==> src/rtl/vga_pkg.sv <==
// Shared definitions for the rectangle-fill engine: register map, CTRL/STATUS
// bit positions, the FSM state type, the pixel color type and the address helper.
package vga_pkg;

  // Register offsets, decoded from paddr[4:2]
  localparam logic [2:0] REG_ORIGIN = 3'd0;
  localparam logic [2:0] REG_SIZE   = 3'd1;
  localparam logic [2:0] REG_COLOR  = 3'd2;
  localparam logic [2:0] REG_CTRL   = 3'd3;
  localparam logic [2:0] REG_STATUS = 3'd4;

  // CTRL bits (write-only pulses)
  localparam int CTRL_START    = 0;
  localparam int CTRL_DONE_CLR = 1;
  localparam int CTRL_ABORT    = 2;

  // STATUS bits
  localparam int STAT_BUSY = 0;
  localparam int STAT_DONE = 1;

  typedef logic [23:0] pixel_color_t;
  typedef logic [9:0]  coord_t;

  typedef enum logic [1:0] {
    ST_IDLE   = 2'd0,
    ST_SETUP  = 2'd1,
    ST_ACCESS = 2'd2
  } fill_state_e;

  // Framebuffer word address of pixel (x, y): one 32-bit word per pixel,
  // 1024 words per line.
  function automatic logic [31:0] pixel_addr(logic [31:0] base, coord_t x, coord_t y);
    return base | {10'b0, y, x, 2'b00};
  endfunction

endpackage

==> src/rtl/vga_rect_fill_if.sv <==
// APB bus bundle, used both for the configuration slave port and for the
// framebuffer master port of the rectangle-fill engine.
interface vga_rect_fill_if;
  logic [31:0] paddr;
  logic        psel;
  logic        penable;
  logic [2:0]  pprot;
  logic        pwrite;
  logic [31:0] pwdata;
  logic [3:0]  pstrb;
  logic        pready;
  logic [31:0] prdata;
  logic        pslverr;

  modport master (
    output paddr, psel, penable, pprot, pwrite, pwdata, pstrb,
    input  pready, prdata, pslverr
  );

  modport slave (
    input  paddr, psel, penable, pprot, pwrite, pwdata, pstrb,
    output pready, prdata, pslverr
  );
endinterface

==> src/rtl/vga_rect_walker.sv <==
// Raster walker for the rectangle fill: holds the working origin/size copy,
// steps cx/cy, and produces the current pixel address plus last/clip flags.
// Build option: VGA_FILL_CLIP_EN enables off-screen clip flags (otherwise 0).
module vga_rect_walker
  import vga_pkg::*;
#(
  parameter logic [31:0] FB_BASE = 32'h2100_0000,
  parameter int          H_RES   = 640,
  parameter int          V_RES   = 480
) (
  input  logic        clock,
  input  logic        reset,
  input  logic        load_i,
  input  logic        advance_i,
  input  coord_t      x0_i,
  input  coord_t      y0_i,
  input  coord_t      w_i,
  input  coord_t      h_i,
  output logic [31:0] addr_o,
  output logic        last_o,
  output logic        clip_first_o,
  output logic        clip_next_o
);

  coord_t x0_q, y0_q, w_q, h_q;
  coord_t cx_q, cy_q;
  coord_t cx_d, cy_d;
  coord_t px, py, nx, ny;
  logic   row_end;
  logic   first_oob, next_oob;

  function automatic logic off_screen(coord_t x, coord_t y);
    return (int'(x) >= H_RES) || (int'(y) >= V_RES);
  endfunction

  assign row_end = (cx_q == w_q - 10'd1);
  assign last_o  = row_end && (cy_q == h_q - 10'd1);
  assign cx_d    = row_end ? 10'd0 : cx_q + 10'd1;
  assign cy_d    = row_end ? cy_q + 10'd1 : cy_q;

  // Coordinates wrap mod 1024 through the 10-bit adders.
  assign px = x0_q + cx_q;
  assign py = y0_q + cy_q;
  assign nx = x0_q + cx_d;
  assign ny = y0_q + cy_d;

  assign addr_o    = pixel_addr(FB_BASE, px, py);
  assign first_oob = off_screen(x0_i, y0_i);
  assign next_oob  = off_screen(nx, ny);

`ifdef VGA_FILL_CLIP_EN
  assign clip_first_o = first_oob;
  assign clip_next_o  = next_oob;
`else
  logic unused_oob;
  assign unused_oob   = first_oob ^ next_oob;
  assign clip_first_o = 1'b0;
  assign clip_next_o  = 1'b0;
`endif

  // Snapshot geometry on load, step the raster position on advance.
  always_ff @(posedge clock or negedge reset) begin
    if (!reset) begin
      x0_q <= '0;
      y0_q <= '0;
      w_q  <= '0;
      h_q  <= '0;
      cx_q <= '0;
      cy_q <= '0;
    end else if (load_i) begin
      x0_q <= x0_i;
      y0_q <= y0_i;
      w_q  <= w_i;
      h_q  <= h_i;
      cx_q <= '0;
      cy_q <= '0;
    end else if (advance_i) begin
      cx_q <= cx_d;
      cy_q <= cy_d;
    end
  end

endmodule

==> src/rtl/vga_rect_fill.sv <==
// Rectangle-fill engine: APB config slave + FSM driving an APB master that
// writes one 24-bit color word per pixel of a rectangle into the framebuffer.
// Build option: VGA_FILL_CLIP_EN skips pixels outside H_RES x V_RES.
module vga_rect_fill
  import vga_pkg::*;
#(
  parameter logic [31:0] FB_BASE = 32'h2100_0000,
  parameter int          H_RES   = 640,
  parameter int          V_RES   = 480
) (
  input  logic            clock,
  input  logic            reset,
  vga_rect_fill_if.slave  cfg,
  vga_rect_fill_if.master fb,
  output logic            irq
);

  fill_state_e  state_q;
  coord_t       org_x_q, org_y_q, size_w_q, size_h_q;
  pixel_color_t color_q, color_work_q;
  logic         done_q, psel_q, penable_q, abort_q;

  logic        busy;
  logic        cfg_access, cfg_wr;
  logic [2:0]  reg_sel;
  logic        geom_wr, ctrl_wr;
  logic        start_req, done_clr_req, abort_req, abort_now;
  logic        size_zero;
  logic        walk_load, walk_adv;
  logic [31:0] walk_addr;
  logic        walk_last, clip_first, clip_next;

  assign busy       = (state_q != ST_IDLE);
  assign cfg_access = cfg.psel & cfg.penable;
  assign cfg_wr     = cfg_access & cfg.pwrite;
  assign reg_sel    = cfg.paddr[4:2];
  assign geom_wr    = cfg_wr && (reg_sel == REG_ORIGIN || reg_sel == REG_SIZE ||
                                 reg_sel == REG_COLOR);
  assign ctrl_wr    = cfg_wr && (reg_sel == REG_CTRL);

  assign start_req    = ctrl_wr & cfg.pwdata[CTRL_START];
  assign done_clr_req = ctrl_wr & cfg.pwdata[CTRL_DONE_CLR];
  assign abort_req    = ctrl_wr & cfg.pwdata[CTRL_ABORT];
  assign abort_now    = abort_q | abort_req;
  assign size_zero    = (size_w_q == 10'd0) || (size_h_q == 10'd0);

  assign cfg.pready  = cfg_access;
  assign cfg.pslverr = busy && (geom_wr || start_req);

  // A skipped (clipped) pixel sits in SETUP with psel low and advances each cycle.
  assign walk_load = (state_q == ST_IDLE) && start_req && !size_zero;
  assign walk_adv  = ((state_q == ST_ACCESS) && fb.pready) ||
                     ((state_q == ST_SETUP) && !psel_q);

  assign fb.paddr   = walk_addr;
  assign fb.psel    = psel_q;
  assign fb.penable = penable_q;
  assign fb.pprot   = 3'b000;
  assign fb.pwrite  = 1'b1;
  assign fb.pwdata  = {8'h00, color_work_q};
  assign fb.pstrb   = 4'b0111;
  assign irq        = done_q;

  logic unused_bits;
  assign unused_bits = ^{cfg.pprot, cfg.pstrb, cfg.paddr[31:5], cfg.paddr[1:0],
                         cfg.pwdata[31:26], cfg.pwdata[15:10], fb.prdata, fb.pslverr};

  vga_rect_walker #(
    .FB_BASE (FB_BASE),
    .H_RES   (H_RES),
    .V_RES   (V_RES)
  ) u_walker (
    .clock        (clock),
    .reset        (reset),
    .load_i       (walk_load),
    .advance_i    (walk_adv),
    .x0_i         (org_x_q),
    .y0_i         (org_y_q),
    .w_i          (size_w_q),
    .h_i          (size_h_q),
    .addr_o       (walk_addr),
    .last_o       (walk_last),
    .clip_first_o (clip_first),
    .clip_next_o  (clip_next)
  );

  // Register readback, decoded combinationally from the offset.
  always_comb begin
    cfg.prdata = '0;
    case (reg_sel)
      REG_ORIGIN: cfg.prdata = {6'b0, org_y_q, 6'b0, org_x_q};
      REG_SIZE:   cfg.prdata = {6'b0, size_h_q, 6'b0, size_w_q};
      REG_COLOR:  cfg.prdata = {8'h00, color_q};
      REG_STATUS: begin
        cfg.prdata[STAT_BUSY] = busy;
        cfg.prdata[STAT_DONE] = done_q;
      end
      default:    cfg.prdata = '0;
    endcase
  end

  // Configuration registers; writes while busy are rejected with pslverr.
  always_ff @(posedge clock or negedge reset) begin
    if (!reset) begin
      org_x_q  <= '0;
      org_y_q  <= '0;
      size_w_q <= '0;
      size_h_q <= '0;
      color_q  <= '0;
    end else if (geom_wr && !busy) begin
      case (reg_sel)
        REG_ORIGIN: begin
          org_x_q <= cfg.pwdata[9:0];
          org_y_q <= cfg.pwdata[25:16];
        end
        REG_SIZE: begin
          size_w_q <= cfg.pwdata[9:0];
          size_h_q <= cfg.pwdata[25:16];
        end
        REG_COLOR: color_q <= cfg.pwdata[23:0];
        default: ;
      endcase
    end
  end

  // Fill FSM with registered bus outputs; completion overrides DONE_CLR.
  always_ff @(posedge clock or negedge reset) begin
    if (!reset) begin
      state_q      <= ST_IDLE;
      psel_q       <= 1'b0;
      penable_q    <= 1'b0;
      done_q       <= 1'b0;
      abort_q      <= 1'b0;
      color_work_q <= '0;
    end else begin
      if (done_clr_req) done_q <= 1'b0;
      case (state_q)
        ST_IDLE: begin
          abort_q <= 1'b0;
          if (start_req) begin
            if (size_zero) begin
              done_q <= 1'b1;
            end else begin
              state_q      <= ST_SETUP;
              psel_q       <= !clip_first;
              penable_q    <= 1'b0;
              color_work_q <= color_q;
            end
          end
        end
        ST_SETUP: begin
          if (psel_q) begin
            // A started transfer always runs to completion, even under abort.
            state_q   <= ST_ACCESS;
            penable_q <= 1'b1;
            if (abort_req) abort_q <= 1'b1;
          end else if (abort_now) begin
            state_q <= ST_IDLE;
          end else if (walk_last) begin
            state_q <= ST_IDLE;
            done_q  <= 1'b1;
          end else begin
            psel_q <= !clip_next;
          end
        end
        ST_ACCESS: begin
          if (abort_req) abort_q <= 1'b1;
          if (fb.pready) begin
            penable_q <= 1'b0;
            if (abort_now) begin
              state_q <= ST_IDLE;
              psel_q  <= 1'b0;
            end else if (walk_last) begin
              state_q <= ST_IDLE;
              psel_q  <= 1'b0;
              done_q  <= 1'b1;
            end else begin
              state_q <= ST_SETUP;
              psel_q  <= !clip_next;
            end
          end
        end
        default: begin
          state_q   <= ST_IDLE;
          psel_q    <= 1'b0;
          penable_q <= 1'b0;
        end
      endcase
    end
  end

endmodule
==> src/flat_wrapper.sv <==
// flat-port wrapper written by rule: the top's interface ports become plain ports
module vga_rect_fill_flat import vga_pkg::*;
#(
  parameter logic [31:0] FB_BASE = 32'h2100_0000,
  parameter int          H_RES   = 640,
  parameter int          V_RES   = 480
)
  (clock, reset, irq, cfg_paddr, cfg_psel, cfg_penable, cfg_pprot, cfg_pwrite, cfg_pwdata, cfg_pstrb, cfg_pready, cfg_prdata, cfg_pslverr, fb_paddr, fb_psel, fb_penable, fb_pprot, fb_pwrite, fb_pwdata, fb_pstrb, fb_pready, fb_prdata, fb_pslverr);
  vga_rect_fill_if cfg_i ();
  vga_rect_fill_if fb_i ();
  input  logic clock;
  input  logic reset;
  output logic irq;
  input wire logic [$bits(cfg_i.paddr)-1:0] cfg_paddr;
  input wire logic [$bits(cfg_i.psel)-1:0] cfg_psel;
  input wire logic [$bits(cfg_i.penable)-1:0] cfg_penable;
  input wire logic [$bits(cfg_i.pprot)-1:0] cfg_pprot;
  input wire logic [$bits(cfg_i.pwrite)-1:0] cfg_pwrite;
  input wire logic [$bits(cfg_i.pwdata)-1:0] cfg_pwdata;
  input wire logic [$bits(cfg_i.pstrb)-1:0] cfg_pstrb;
  output wire logic [$bits(cfg_i.pready)-1:0] cfg_pready;
  output wire logic [$bits(cfg_i.prdata)-1:0] cfg_prdata;
  output wire logic [$bits(cfg_i.pslverr)-1:0] cfg_pslverr;
  output wire logic [$bits(fb_i.paddr)-1:0] fb_paddr;
  output wire logic [$bits(fb_i.psel)-1:0] fb_psel;
  output wire logic [$bits(fb_i.penable)-1:0] fb_penable;
  output wire logic [$bits(fb_i.pprot)-1:0] fb_pprot;
  output wire logic [$bits(fb_i.pwrite)-1:0] fb_pwrite;
  output wire logic [$bits(fb_i.pwdata)-1:0] fb_pwdata;
  output wire logic [$bits(fb_i.pstrb)-1:0] fb_pstrb;
  input wire logic [$bits(fb_i.pready)-1:0] fb_pready;
  input wire logic [$bits(fb_i.prdata)-1:0] fb_prdata;
  input wire logic [$bits(fb_i.pslverr)-1:0] fb_pslverr;
  assign cfg_i.paddr = cfg_paddr;
  assign cfg_i.psel = cfg_psel;
  assign cfg_i.penable = cfg_penable;
  assign cfg_i.pprot = cfg_pprot;
  assign cfg_i.pwrite = cfg_pwrite;
  assign cfg_i.pwdata = cfg_pwdata;
  assign cfg_i.pstrb = cfg_pstrb;
  assign cfg_pready = cfg_i.pready;
  assign cfg_prdata = cfg_i.prdata;
  assign cfg_pslverr = cfg_i.pslverr;
  assign fb_paddr = fb_i.paddr;
  assign fb_psel = fb_i.psel;
  assign fb_penable = fb_i.penable;
  assign fb_pprot = fb_i.pprot;
  assign fb_pwrite = fb_i.pwrite;
  assign fb_pwdata = fb_i.pwdata;
  assign fb_pstrb = fb_i.pstrb;
  assign fb_i.pready = fb_pready;
  assign fb_i.prdata = fb_prdata;
  assign fb_i.pslverr = fb_pslverr;
  vga_rect_fill #(.FB_BASE(FB_BASE), .H_RES(H_RES), .V_RES(V_RES)) u_core (.clock(clock), .reset(reset), .cfg(cfg_i), .fb(fb_i), .irq(irq));
endmodule
==> config.mk <==
export PLATFORM = sky130hd
export DESIGN_NAME = vga_rect_fill_flat
export DESIGN_NICKNAME = d
export VERILOG_FILES = /design/src/rtl/vga_pkg.sv /design/src/rtl/vga_rect_fill_if.sv /design/src/rtl/vga_rect_walker.sv /design/src/rtl/vga_rect_fill.sv /design/src/flat_wrapper.sv
export SDC_FILE = /design/constraint.sdc
export NUM_CORES = 1
export LEC_CHECK = 0
export ABC_AREA = 1
export BUFFER_PORTS_ARGS = -buffer_cell sky130_fd_sc_hd__buf_4
export CELL_PAD_IN_SITES_DETAIL_PLACEMENT = 2
export CELL_PAD_IN_SITES_GLOBAL_PLACEMENT = 2
export CORE_MARGIN = 2
export CORE_UTILIZATION = 30
export DETAILED_ROUTE_END_ITERATION = 12
export PLACE_DENSITY = 0.8
export SETUP_SLACK_MARGIN = 0.15
export SYNTH_ARGS = -nofsm -noshare
export SYNTH_HDL_FRONTEND = slang
export SYNTH_SLANG_ARGS = --single-unit
export TNS_END_PERCENT = 50
==> constraint.sdc <==
create_clock -name clock -period 2.57 [get_ports clock]
set_clock_uncertainty 0.2 [all_clocks]
set_input_delay 0.257 -clock clock [delete_from_list [all_inputs] [get_ports clock]]
set_output_delay 0.257 -clock clock [all_outputs]
set_load 0.02 [all_outputs]
Yosys cells after proc, flatten, opt, wreduce, memory -nomap -nowiden
Index checks and enable logic that the tools add are counted.
Word-level totals
  bits in registers: 154
  bits of input ports: 110
Cells by class
  reductions and logical operators: 34
  bitwise gates (word level): 7
  multiplexer cells: 40
  eq/ne operators: 13
  $add $sub $neg: 6
Operator list (number)
  24-bit one-hot mux with 3 select lines: 1
  10-bit two-way mux: 6
  10-bit by 1-bit adder with 10-bit output (second input constant): 2
  10-bit adder: 2
  10-bit equality test: 2
  10-bit zero test: 2
  1-bit two-way mux: 20
  10-bit by 1-bit subtractor with 10-bit output (second input constant): 2
  2-bit two-way mux: 7
  1-bit one-hot mux with 3 select lines: 4
  2-bit AND reduction: 5
  1-bit logical AND: 9
  2-bit one-hot mux with 4 select lines: 1
  4-bit AND reduction: 2
  3-bit by 2-bit equality test with 1-bit output (second input constant): 2
  2-bit one-hot mux with 3 select lines: 1
  3-bit AND reduction: 2
  2-bit nonzero test: 3
  1-bit AND: 5
  1-bit logical OR: 5
  2-bit by 1-bit != test with 1-bit output (second input constant): 2
  2-bit != test (second input constant): 2
  4-bit by 2-bit != test with 1-bit output (second input constant): 1
  3-bit by 1-bit equality test with 1-bit output (second input constant): 1
  9 further kinds: 11

Longest topological paths before layout
Gate-level depths: netlist of run 1.
  depth after elaboration: 9
  mapped depth: 17
  mapped depth without buffers: 17

Modules after synthesis
Synthesis of run 1 repeated with hierarchy kept, for this count alone.
Unflattened totals
  cell total of the unflattened synthesis: 1164
  area total of the unflattened synthesis: 8932.3 um^2
Modules (own cells, without submodules)
  vga_rect_fill: instances 1, cells each 587, seq. area each 2352.3 um^2, area an instance 4650.7 um^2
  vga_rect_walker: instances 1, cells each 577, seq. area each 1501.4 um^2, area an instance 4281.6 um^2

Worst setup path before layout of run 1
Ideal clock, no wire load.
  kind: register to output
  start: reg u_core.u_walker.cy_q[0]
  end: out fb_paddr[20]
  cell stages (with the launch flop): 11
  setup slack: 1 ps
  arrival: 2112 ps
  cell sequence: dfrtp_1 > ha_1 > inv_1 > fa_1 > o21ai_0 > nand2_1 > nand2_1 > a21oi_1 > o21bai_1 > a21oi_1 > xnor2_1
Between the ends
  longest elaborated chain between the ends: 1
RTL lines
  from (decl): RTL line vga_rect_walker.sv:26  | coord_t cx_q, cy_q;
  from (signal assigned): RTL line vga_rect_walker.sv:79  | cy_q <= cy_d;
  10-bit adder: RTL line vga_rect_walker.sv:43  | assign py = y0_q + cy_q;
  to (decl): RTL line flat_wrapper.sv:24  | output wire logic [$bits(fb_i.paddr)-1:0] fb_paddr;
Every way passes these cells.

Worst setup path in the final report of run 1
  start: reg u_core.u_walker.cx_q[0]
  end: out fb_paddr[10]
Between the ends
  longest elaborated chain between the ends: 1
RTL lines
  from (decl): RTL line vga_rect_walker.sv:26
  from (signal assigned): RTL line vga_rect_walker.sv:68  | cx_q <= '0;
  from (signal assigned): RTL line vga_rect_walker.sv:75  | cx_q <= '0;
  from (signal assigned): RTL line vga_rect_walker.sv:78  | cx_q <= cx_d;
  10-bit adder: RTL line vga_rect_walker.sv:42  | assign px = x0_q + cx_q;
Every way passes these cells.

==> impl_results.rst, run 1 <==
.. list-table::
   :header-rows: 1

   * - Metric
     - Value
   * - Yosys top cell area share
     - 45.0%
   * - Min cycle time layout
     - about 3000 ps
   * - Max Cap Viol
     - 0
   * - Chip width
     - 173 um
   * - Clock slew at reported path FFs
     - roughly 80 ps
   * - Average vias per placed instance
     - ~5.1
   * - Aggregate routed wire length
     - between 40 and 50 mm
   * - Power share of the combinational group
     - about a third
   * - Number of synthesized flops with an enable pin
     - 0
   * - First-iteration detailed-routing DRC count
     - between 400 and 500
   * - Number of antenna violations at the first check in global routing
     - 0
   * - DRC violation count after routing
     - 0
   * - Sequential cell area
     - roughly 3900 um2
   * - Post-synthesis sequential area ratio
     - between 40% and 50%
   * - Synth-to-layout area growth
     - 39.5%
   * - Required arrival time at the worst endpoint
     - around 2100 ps
   * - Async SR Flop Fraction
     - between 90% and 100%
   * - Crit Path Max Fanout
     - 2
   * - Pin count of the biggest net entering global routing
     - 93
   * - Antenna Violating Nets Remaining
     - 0
   * - Area of the die
     - roughly 30,000 um2
   * - Final routed wire length divided by cell count
     - around 24 um
   * - Count of unique library cells instantiated by Yosys
     - 45
   * - Violations in the final reports
     - negative setup slack
   * - Worst setup slack after layout
     - -420 ps
   * - Met3 track utilization from global routing
     - 3.25%
   * - Hpwl dp
     - approximately 20 mm
   * - Pwr/cell area
     - 698 nW/um2
   * - Filler Cells Inserted
     - 3,104
   * - Area used by multi-input combinational logic
     - between 4000 and 5000 um2
   * - Count of final hold-check violations
     - 0
   * - Worst Hold Class
     - in2reg
   * - Root Buffer Master
     - sky130_fd_sc_hd__clkbuf_16
   * - Total track usage
     - ~22%
   * - # setup viols final
     - 16
   * - Clock tree from TritonCTS
     - built
   * - Internal cell power
     - between 5 and 6 mW
   * - Clock power frac
     - between 30% and 40%
   * - Core region area
     - ~28,000 um2
   * - Switching Share
     - about two fifths
   * - Initial core utilization
     - a little under a third
   * - Crit end category
     - output port
   * - Switching Power
     - 3.25 mW
   * - Vias in the first global route
     - 9,462
   * - Layer with the highest usage
     - met2
   * - Synthesized area per cell
     - ~7.9 um2
   * - Share of total power in sequential cells
     - 34.8%
   * - Most used DFF post-synth
     - sky130_fd_sc_hd__dfrtp_1
   * - Layout Nets
     - 1,439
   * - Number of core rows
     - 61
   * - Maximum frequency from static timing analysis
     - 334 MHz
   * - Post-route cell area
     - ~12,000 um2
   * - Maximum buffer depth of the clock tree
     - 2
   * - H-tree depth
     - 4
   * - Detailed-router iteration count before antenna repair
     - 5
   * - Routability-driven placement congestion ratio
     - approximately 0.76
   * - Sink Count
     - about 150
   * - Die span in y
     - 173 um
   * - Type of the setup path with the least slack
     - reg2out
   * - Cell area after placement
     - ~10000 um2
   * - Share of post-route cells with drive strength above 1
     - 28.7%
   * - Post-Place Worst Slack
     - -77.8 ps
   * - Wire length of the first global-routing pass
     - roughly 53 mm
   * - GRT met1 Usage
     - a little over a quarter
   * - Dominant cells by area after synthesis
     - sky130_fd_sc_hd__dfrtp_1 45%, sky130_fd_sc_hd__nand2_1 14%, sky130_fd_sc_hd__o21ai_0 7.0%
   * - Final Slew Violations
     - 0
   * - Top library cells by usage in the layout, fill and taps aside
     - 299 x sky130_fd_sc_hd__nand2_1, 172 x sky130_fd_sc_hd__buf_4, 143 x sky130_fd_sc_hd__dfrtp_1
   * - Worst-Skew Late Latency
     - around 430 ps
   * - Leakage
     - 5.97 nW
   * - Element type at the critical path start
     - flop
   * - Synth Warn #
     - 0
   * - CP Data Arrival Time
     - approximately 2500 ps
   * - Commonest non-fill, non-tap cell in the layout
     - sky130_fd_sc_hd__nand2_1
   * - Reg2reg setup slack
     - -100 ps
   * - Largest registers ranked by flip-flop count
     - u_core.color_q: 24 flops, u_core.color_work_q: 24 flops
   * - Fin crit share
     - 116%
   * - Worst-Margin Slew
     - a little under 600 ps
   * - Final-layout worst hold slack
     - roughly 170 ps
   * - Worst IR Drop VDD
     - 496 uV
   * - Result of the run
     - complete, but fails checks
   * - RSZ-0062 raised after global routing
     - true
   * - Vias
     - 8,660
   * - Post-synthesis sequential element count
     - 154
   * - Num ports
     - ~220
   * - Met2 Resource Use GR
     - around 40%
   * - Mapped Cells
     - 1,089
   * - Remaining max-slew budget at the tightest pin
     - 60.2%
   * - Post-synthesis cell area
     - between 8000 and 9000 um2
   * - Leading area contributor after synthesis
     - sky130_fd_sc_hd__dfrtp_1
   * - Overall overflow remaining after global route
     - 0
   * - Port buffer count
     - 109
   * - Num CTS Buffers
     - 17
==> synthesized netlist by cell type, types with 13 or more instances <==
master / count
sky130_fd_sc_hd__o21ai_0: 119
sky130_fd_sc_hd__nand3_1: 45
sky130_fd_sc_hd__xnor2_1: 13
sky130_fd_sc_hd__ha_1: 26
sky130_fd_sc_hd__dfrtp_1: 154
sky130_fd_sc_hd__clkbuf_1: 22
sky130_fd_sc_hd__nor2_1: 58
sky130_fd_sc_hd__a21oi_1: 28
sky130_fd_sc_hd__xor2_1: 25
sky130_fd_sc_hd__nand2_1: 315
sky130_fd_sc_hd__buf_4: 34
sky130_fd_sc_hd__o221ai_1: 16
sky130_fd_sc_hd__inv_1: 139
==> stage by stage <==
step,std cells,power (mW),setup TNS [ps],util [%]
finish,1692,8.34,-2380,42.8
global route,1691,8.66,-3810,42.8
CTS,1656,7.44,-1100,40.1
detailed placement,1570,4.68,-155,35.2
global placement,1570,4.58,-55.2,35.2
floorplan,1121,3.98,0,-
==> routing by layer <==
| layer | part of all wire [%] | vias to the layer above |
|---|---|---|
| li1 | - | 3829 |
| met1 | 40 | 4453 |
| met2 | 52 | 285 |
| met3 | 3.9 | 93 |
| met4 | 3.5 | 0 |
| met5 | 0 | - |
==> what timing repair did <==
action	CTS	global route
resized for setup	62	110
setup buffers	28	33
hold buffers	27	0
hold endpoints to repair	110	0
setup endpoints to repair	29	95
gates cloned	0	3
pin swaps	33	43
==> worst max-delay path, stage by stage (launching register included) <==
cell                      delay [ps]
sky130_fd_sc_hd__dfrtp_1         400
sky130_fd_sc_hd__ha_2            220
sky130_fd_sc_hd__inv_2            50
sky130_fd_sc_hd__fa_2            410
sky130_fd_sc_hd__o21ai_2         190
sky130_fd_sc_hd__nand2_1         110
sky130_fd_sc_hd__nand2_2         100
sky130_fd_sc_hd__a21oi_4          60
sky130_fd_sc_hd__inv_2            50
sky130_fd_sc_hd__a21oi_2          40
sky130_fd_sc_hd__nor2_1          130
sky130_fd_sc_hd__nor2_2           60
sky130_fd_sc_hd__xor2_2          150
sky130_fd_sc_hd__buf_6           140
==> worst paths after layout <==
check / startpoint / endpoint / depth (start not counted)
setup / recovery: u_core.u_walker.cx_q[0] / fb_paddr[10] / 13
min in group asynchronous: reset / u_core.u_walker.cy_q[0] / 2
hold reg to reg: u_core.color_work_q[19] / u_core.color_work_q[19] / 2
hold / removal: fb_pready / u_core.u_walker.cx_q[1] / 4
setup reg to reg: u_core.u_walker.h_q[0] / u_core.fb.psel / 17
max in group asynchronous: reset / u_core.u_walker.cy_q[7] / 3
==> final cells by class <==
type	instances	area share (%)
Antenna cell	1	0.0209
Clock buffer	17	3.56
Clock inverter	14	1.31
Inverter	140	4.52
Multi-Input combinational cell	757	37.9
Sequential cell	154	32.4
Tap cell	378	3.96
Timing Repair Buffer	230	16.3
Timing Repair inverter	1	0.0628
==> power by group through the flow <==
stage	sequential, mW	clock (mW)	combinational, mW
after floorplan	2.89	0	1.09
after global placement	2.87	0	1.71
after detailed placement	2.88	0	1.79
after CTS	2.85	2.62	1.97
after global routing	2.92	2.78	2.95
final	2.90	2.67	2.77
==> kinds of logic (layout without fill, tap and decap cells) <==
family / count (synthesis) / after routing / synth area share (%)
AO/OA/AOI/OAI: 192 / 192 / 13.0
XOR/XNOR: 38 / 38 / 3.89
adder cells (fa/ha/maj): 28 / 28 / 4.27
buffers and inverters: 212 / 402 / 11.2
flip-flops: 154 / 154 / 45.0
other: 2 / 35 / 0.0877
AND/OR/NAND/NOR: 463 / 465 / 22.6
Note: power is estimated with default switching activity, not from simulation.
==> inputs of run 2 (changes only) <==
- CAP_MARGIN: default -> 10
- PLACE_DENSITY: 0.8 -> 0.81
==> run 2 against run 1 <==
  * The run still ends with negative setup slack left
  * Sequential share of layout area rose by 0.84 points
  * Clock power about the same
  * Power decreased by 4.2%
  * Clock-buffer cell count increased by 3
  * Largest power group unchanged
==> impl_results.rst, run 2 (synthesis results as in run 1) <==
.. list-table::
   :header-rows: 1

   * - Metric
     - Value
   * - Max Cap Viol
     - 0
   * - CP startpoint
     - u_core.u_walker.cy_q[0]
   * - Commonest non-fill, non-tap cell in the layout
     - sky130_fd_sc_hd__nand2_1
   * - Post-route cell area
     - roughly 12,000 um2
   * - # setup viols final
     - 10
   * - Reg-to-reg startpoint
     - u_core.u_walker.h_q[2]
   * - Final design utilization
     - about two fifths
   * - Final Slew Violations
     - 0
   * - Min cycle time layout
     - just under 3000 ps
   * - Sink Count
     - ~150
   * - Pin count of the biggest net entering global routing
     - 97
   * - Clock slew at reported path FFs
     - ~70 ps
   * - Vias
     - approximately 8,500
   * - Maximum buffer depth of the clock tree
     - 2
   * - Overall overflow remaining after global route
     - 0
   * - Ant. Diodes
     - 0
   * - Sequential cell area
     - around 3900 um2
   * - Share of post-route cells with drive strength above 1
     - 27.5%
   * - Chip width
     - between 150 and 200 um
   * - Internal cell power
     - roughly 5.0 mW
   * - Vias in the first global route
     - between 9,000 and 10,000
   * - Count of final hold-check violations
     - 0
   * - Type of the setup path with the least slack
     - reg2out
   * - Switching Power
     - just over 3 mW
   * - Result of the run
     - complete, but fails checks
   * - Layout Nets
     - 1,418
   * - Element type at the critical path start
     - flop
   * - Pwr/cell area
     - just under 700 nW/um2
   * - Worst setup slack after layout
     - -387 ps
   * - Detailed-router iteration count before antenna repair
     - 5
   * - Clock tree from TritonCTS
     - built
   * - Synth-to-layout area growth
     - 36.0%
   * - Post-Place Worst Slack
     - -79.9 ps
   * - Final-layout worst hold slack
     - between 20 and 25 ps
   * - Aggregate routed wire length
     - 38.8 mm
   * - DRC violation count after routing
     - 0
   * - Required arrival time at the worst endpoint
     - 2110 ps
   * - Die span in y
     - around 170 um
   * - Switching Share
     - 37.8%
   * - Filler Cells Inserted
     - 3,110
   * - Crit end category
     - output port
   * - CP Data Arrival Time
     - about 2500 ps
   * - Average vias per placed instance
     - 5.11
   * - Antenna Violating Nets Remaining
     - 0
   * - Maximum frequency from static timing analysis
     - 338 MHz
   * - Hpwl dp
     - just over 20 mm
   * - Crit Path Max Fanout
     - 2
   * - Area used by multi-input combinational logic
     - 4460 um2
   * - Power share of the combinational group
     - 30.8%
   * - Largest registers ranked by flip-flop count
     - u_core.color_q: 24 flops, u_core.color_work_q: 24 flops
   * - Worst-Skew Late Latency
     - roughly 450 ps
   * - Root Buffer Master
     - sky130_fd_sc_hd__clkbuf_16
   * - Fin crit share
     - 115%
   * - Placed Cells incl. Taps
     - roughly 1,600
   * - Num CTS Buffers
     - 17
   * - Core region area
     - 27,900 um2
   * - Worst Hold Class
     - in2reg
   * - Wire length of the first global-routing pass
     - roughly 52 mm
   * - Leakage
     - between 5 and 6 nW
   * - Worst IR Drop VDD
     - about 450 uV
   * - Area of the die
     - 29,900 um2
   * - RSZ-0062 raised after global routing
     - true
   * - Port buffer count
     - between 100 and 150
   * - Remaining max-slew budget at the tightest pin
     - between 40% and 50%
   * - Number of antenna violations at the first check in global routing
     - 0
   * - Cell area after placement
     - roughly 10000 um2
   * - Worst-Margin Slew
     - approximately 790 ps
   * - Hold_sp
     - cfg_pwdata[2]
   * - Num ports
     - about 220
   * - H-tree depth
     - 4
   * - Total power
     - 7.99 mW
   * - Final routed wire length divided by cell count
     - around 23 um
   * - Total track usage
     - between 20 and 25%
   * - Violations in the final reports
     - negative setup slack
   * - Number of core rows
     - 61
   * - Top library cells by usage in the layout, fill and taps aside
     - 301 x sky130_fd_sc_hd__nand2_1, 167 x sky130_fd_sc_hd__buf_4, 142 x sky130_fd_sc_hd__dfrtp_1
   * - Post-route non-filler standard cell count
     - around 1,700
   * - First-iteration detailed-routing DRC count
     - 534
   * - Share of total power in sequential cells
     - a little over a third
   * - Clock power frac
     - 33.0%
   * - Post-route setup TNS
     - -1920 ps
   * - Initial core utilization
     - a little under a third
   * - Routability-driven placement congestion ratio
     - 0.783
run 2: power groups by stage:
stage | sequential, mW | clock [mW] | combinational (mW)
after floorplan | 2.89 | 0 | 1.09
after global placement | 2.87 | 0 | 1.72
after detailed placement | 2.88 | 0 | 1.79
after CTS | 2.86 | 2.61 | 2.01
after global routing | 2.91 | 2.74 | 2.65
final | 2.89 | 2.64 | 2.46
run 2: worst paths after layout:
path | endpoint | slack [ps] | cells after the start
min in group asynchronous | u_core.u_walker.y0_q[4] | 220 | 2
setup reg to reg | u_core.fb.psel | -40 | 13
max in group asynchronous | u_core.u_walker.x0_q[4] | 1070 | 3
setup / recovery | fb_paddr[20] | -390 | 11
hold / removal | u_core.color_q[2] | 20 | 3
hold reg to reg | u_core.color_work_q[20] | 290 | 2
run 2: layout make-up:
cell class                 count  area share, %
tap                          378           4.06
clock buffer                  20           3.92
multi-input combinational    757           38.3
inverter                     140           4.59
timing repair buffer         210           14.9
sequential                   154           33.2
clock inverter                12           1.09
run 2: critical path, cell delays in order (launching register included):
cell and delay [ps]:
sky130_fd_sc_hd__dfrtp_1 440, sky130_fd_sc_hd__ha_2 250, sky130_fd_sc_hd__inv_2 70, sky130_fd_sc_hd__fa_2 390, sky130_fd_sc_hd__o21ai_2 150, sky130_fd_sc_hd__nand2_1 70, sky130_fd_sc_hd__nand2_1 70, sky130_fd_sc_hd__a21oi_2 70
sky130_fd_sc_hd__o21bai_1 160, sky130_fd_sc_hd__a21oi_2 90, sky130_fd_sc_hd__xnor2_2 130, sky130_fd_sc_hd__buf_4 150
run 2: timing repair:
item / CTS / global route
buffers inserted: 19 / 23
endpoints found under the setup margin: 32 / 49
hold endpoints to repair: 114 / 0
gates cloned: 1 / 1
hold buffers: 26 / 0
pin swaps: 31 / 40
resized for setup: 72 / 84
run 2: layer usage:
layer	part of all wire [%]	GRT usage [%]	wire length, um	up-vias
met5	0	0	0	-
met4	4.0	6.07	1560	0
met3	3.5	3.25	1340	88
met2	51	38.0	19900	220
met1	41	27.2	16000	4438
li1	-	-	-	3792
==> inputs of run 3 (changes only) <==
- SYNTH_HIERARCHICAL: default -> 1
- TNS_END_PERCENT: 50 -> 10
==> run 3 against run 2 <==
  * Design area about the same
  * Critical path depth down 2
  * Clock power up 6%
  * Die area up 4.2%
  * Setup slack better by 230 ps
  * Final cell count up 3.9%
  * Hold slack better by 24 ps
  * First-iteration DRC count down 39%
  * Combinational power up 7%
  * The flow still finishes with violations (negative setup slack)
  * Via count down 3.0%
==> impl_results.rst, run 3 <==
.. list-table::
   :header-rows: 1

   * - Metric
     - Value
   * - DRC violation count after routing
     - 0
   * - Cell depth of the worst min-delay path
     - 5
   * - H-tree depth
     - 4
   * - Post-route non-filler standard cell count
     - 1,736
   * - Clock tree from TritonCTS
     - built
   * - Synth-to-layout area growth
     - 30.4%
   * - Worst-Skew Late Latency
     - between 400 and 500 ps
   * - Fin crit share
     - 106%
   * - Internal cell power
     - about 5.4 mW
   * - Yosys top cell area share
     - 43.1%
   * - Min cycle time layout
     - 2730 ps
   * - Worst Hold Class
     - in2reg
   * - Largest family of logic cells by synthesized area
     - simple AND/OR/NAND/NOR gates
   * - Number of core rows
     - 63
   * - Area of the die
     - about 31,000 um2
   * - Average vias per placed instance
     - 4.77
   * - # setup viols final
     - 8
   * - Number of antenna violations at the first check in global routing
     - 0
   * - Final routed wire length divided by cell count
     - about 18 um
   * - Worst setup slack after layout
     - -160 ps
   * - Path depth of the worst reg2reg path
     - 16
   * - Worst-Margin Slew
     - approximately 600 ps
   * - Leakage
     - ~5.8 nW
   * - Placed Cells incl. Taps
     - approximately 1,700
   * - Vias in the first global route
     - between 9,000 and 10,000
   * - Post-synthesis compound-gate area fraction
     - between 10% and 20%
   * - Switching Share
     - between 30 and 40%
   * - CP dominant cell by count
     - sky130_fd_sc_hd__buf_4
   * - Wire length of the first global-routing pass
     - ~50 mm
   * - Core region area
     - roughly 30,000 um2
   * - Metal2 WL
     - approximately 16 mm
   * - Overall overflow remaining after global route
     - 0
   * - Die span in y
     - between 150 and 200 um
   * - Most used DFF post-synth
     - sky130_fd_sc_hd__dfrtp_1
   * - Power share of the combinational group
     - 30.9%
   * - CP Data Arrival Time
     - around 2300 ps
   * - Maximum buffer depth of the clock tree
     - 2
   * - Remaining max-slew budget at the tightest pin
     - around 60%
   * - Routability-driven placement congestion ratio
     - roughly 0.82
   * - Element type at the critical path start
     - flop
   * - Max Cap Viol
     - 0
   * - Count of unique library cells instantiated by Yosys
     - between 40 and 50
   * - Pin count of the biggest net entering global routing
     - between 60 and 70
   * - Dominant cell by count in the synthesized netlist
     - sky130_fd_sc_hd__nand2_1
   * - Post-synthesis sequential element count
     - about 150
   * - Final-layout worst hold slack
     - approximately 48 ps
   * - Top cells by count, synth
     - 350 x sky130_fd_sc_hd__nand2_1, 154 x sky130_fd_sc_hd__dfrtp_1, 145 x sky130_fd_sc_hd__inv_1, 83 x sky130_fd_sc_hd__nor2_1, 64 x sky130_fd_sc_hd__o21ai_0
   * - Layout Nets
     - 1,472
   * - First-iteration detailed-routing DRC count
     - approximately 320
   * - Maximum frequency from static timing analysis
     - 366 MHz
   * - CP bufs+invs
     - 3
   * - Area share of fa/ha/maj cells after synthesis
     - between 4 and 5%
   * - Mapped Cells
     - 1,164
   * - Chip width
     - around 180 um
   * - Cell chain of the critical path
     - ha_2 > inv_2 > fa_2 > o21ai_2 > buf_4 > nand4_1 > o211ai_1 > xor2_1 > buf_4
   * - Leading area contributor after synthesis
     - sky130_fd_sc_hd__dfrtp_1
   * - Initial core utilization
     - 30.3%
   * - Crit Path Max Fanout
     - 3
   * - XOR/XNOR share of the synthesized area
     - 5.00%
   * - Dominant cells by area after synthesis
     - sky130_fd_sc_hd__dfrtp_1 43%, sky130_fd_sc_hd__nand2_1 15%, sky130_fd_sc_hd__inv_1 6.1%
   * - Commonest non-fill, non-tap cell in the layout
     - sky130_fd_sc_hd__nand2_1
   * - Worst IR Drop VDD
     - between 400 and 500 uV
   * - Async SR Flop Fraction
     - 100%
   * - Crit path largest cell delay
     - roughly 420 ps
   * - Share of post-route cells with drive strength above 1
     - approximately 22%
   * - Final Slew Violations
     - 0
   * - Mux cell area share after synthesis
     - 0%
   * - Antenna Violating Nets Remaining
     - 0
   * - Largest registers ranked by flip-flop count
     - u_core/color_q: 24 flops, u_core/color_work_q: 24 flops
   * - Num CTS Buffers
     - 17
   * - Total stage count of the critical path
     - 9
   * - Num ports
     - roughly 220
   * - Root Buffer Master
     - sky130_fd_sc_hd__clkbuf_16
   * - Synth Warn #
     - 6
   * - Violations in the final reports
     - negative setup slack
   * - Met3 Wirelength
     - approximately 1.1 mm
   * - Clock power frac
     - 33.0%
   * - Share of total power in sequential cells
     - about 36%
   * - Highest-delay cell along the critical path
     - sky130_fd_sc_hd__dfrtp_1
   * - Type of the setup path with the least slack
     - reg2out
   * - Sink Count
     - 154
   * - Total track usage
     - a little over a fifth
   * - Largest delay share family, worst path
     - adder cells
   * - Vias
     - slightly above 8,000
   * - Synthesized area per cell
     - approximately 7.7 um2
   * - Post-synthesis sequential area ratio
     - 43.1%
   * - Count of final hold-check violations
     - 0
   * - Aggregate routed wire length
     - 32.1 mm
   * - Post-synthesis cell area
     - roughly 8900 um2
   * - Crit end category
     - output port
   * - Ant. Diodes
     - 0
   * - Port buffer count
     - approximately 110
   * - Hpwl dp
     - 22.0 mm
   * - Total power
     - between 8 and 9 mW
   * - Number of synthesized flops with an enable pin
     - 0
   * - Required arrival time at the worst endpoint
     - 2110 ps
   * - Clock slew at reported path FFs
     - roughly 60 ps
   * - Switching Power
     - 3.04 mW
   * - Detailed-router iteration count before antenna repair
     - 4
   * - Highest Signal Layer
     - met4
   * - Top library cells by usage in the layout, fill and taps aside
     - 347 x sky130_fd_sc_hd__nand2_1, 157 x sky130_fd_sc_hd__buf_4, 145 x sky130_fd_sc_hd__dfrtp_1
   * - RSZ-0062 raised after global routing
     - true
   * - Fraction of the mapped netlist area in simple logic gates
     - between 20 and 30%
   * - Result of the run
     - complete, but fails checks
   * - Post-Place Worst Slack
     - -88.3 ps
   * - M1 wire length
     - 14.2 mm
   * - Pwr/cell area
     - 728 nW/um2
-- run 3: final cells by class --
type	count	area, um2
fill	3395	17800
inverter	152	574
timing repair buffer	195	1610
sequential	154	3860
clock buffer	19	453
tap	390	488
clock inverter	13	190
multi-input combinational	813	4470
-- run 3: cells by family after synthesis --
kind of cell	count (synthesis)
XOR/XNOR	51
other	4
buffers and inverters	229
adder cells (fa/ha/maj)	29
AND/OR/NAND/NOR	533
AO/OA/AOI/OAI	164
flip-flops	154
-- run 3: worst paths after layout --
kind                                                 to                     from  slack, ps
worst min-delay path                         u_core/irq             cfg_paddr[4]         50
worst min register to register   u_core/u_walker/h_q[9]   u_core/u_walker/h_q[9]        300
min in group asynchronous       u_core/u_walker/cx_q[9]                    reset        190
worst max register to register        u_core/state_q[1]   u_core/u_walker/h_q[0]        -40
worst max-delay path                       fb_paddr[20]  u_core/u_walker/y0_q[0]       -160
max in group asynchronous       u_core/u_walker/y0_q[2]                    reset       1270
-- run 3: power by group through the flow --
stage | logic [mW] | registers [mW] | clock network [mW]
floorplan | 1.37 | 3.06 | 0
global placement | 2.22 | 3.05 | 0
detailed placement | 2.33 | 3.07 | 0
CTS | 2.54 | 3.05 | 2.84
global route | 2.90 | 3.10 | 2.95
finish | 2.62 | 3.06 | 2.79
-- run 3: repair_timing --
item                                   CTS  global route
cloned                                   0             0
resized for setup                       62            22
hold buffers                            27             0
setup endpoints to repair               30            38
setup buffers                            9             5
endpoints found under the hold margin  114             0
pin swaps                               19            14
-- run 3: stage by stage --
stage	util, %	cell area [um2]	setup TNS, ps
final	39.5	11600	-516
after global routing	39.5	11600	-1910
after CTS	39.1	11500	-557
after detailed placement	34.8	10300	-229
after global placement	34.8	10300	-0.583
after floorplan	-	9060	0
-- run 3: worst min-delay path, cell delays in order --
cell	delay, ps
sky130_fd_sc_hd__buf_4	120
sky130_fd_sc_hd__nor2_4	60
sky130_fd_sc_hd__nand3_1	70
sky130_fd_sc_hd__nand3_1	60
sky130_fd_sc_hd__nand2_1	70
-- run 3: layer usage --
layer | vias up | global-route usage (%)
met5 | - | 0
met4 | 0 | 4.61
met3 | 24 | 3.51
met2 | 126 | 37.4
met1 | 4208 | 26.7
li1 | 3920 | -
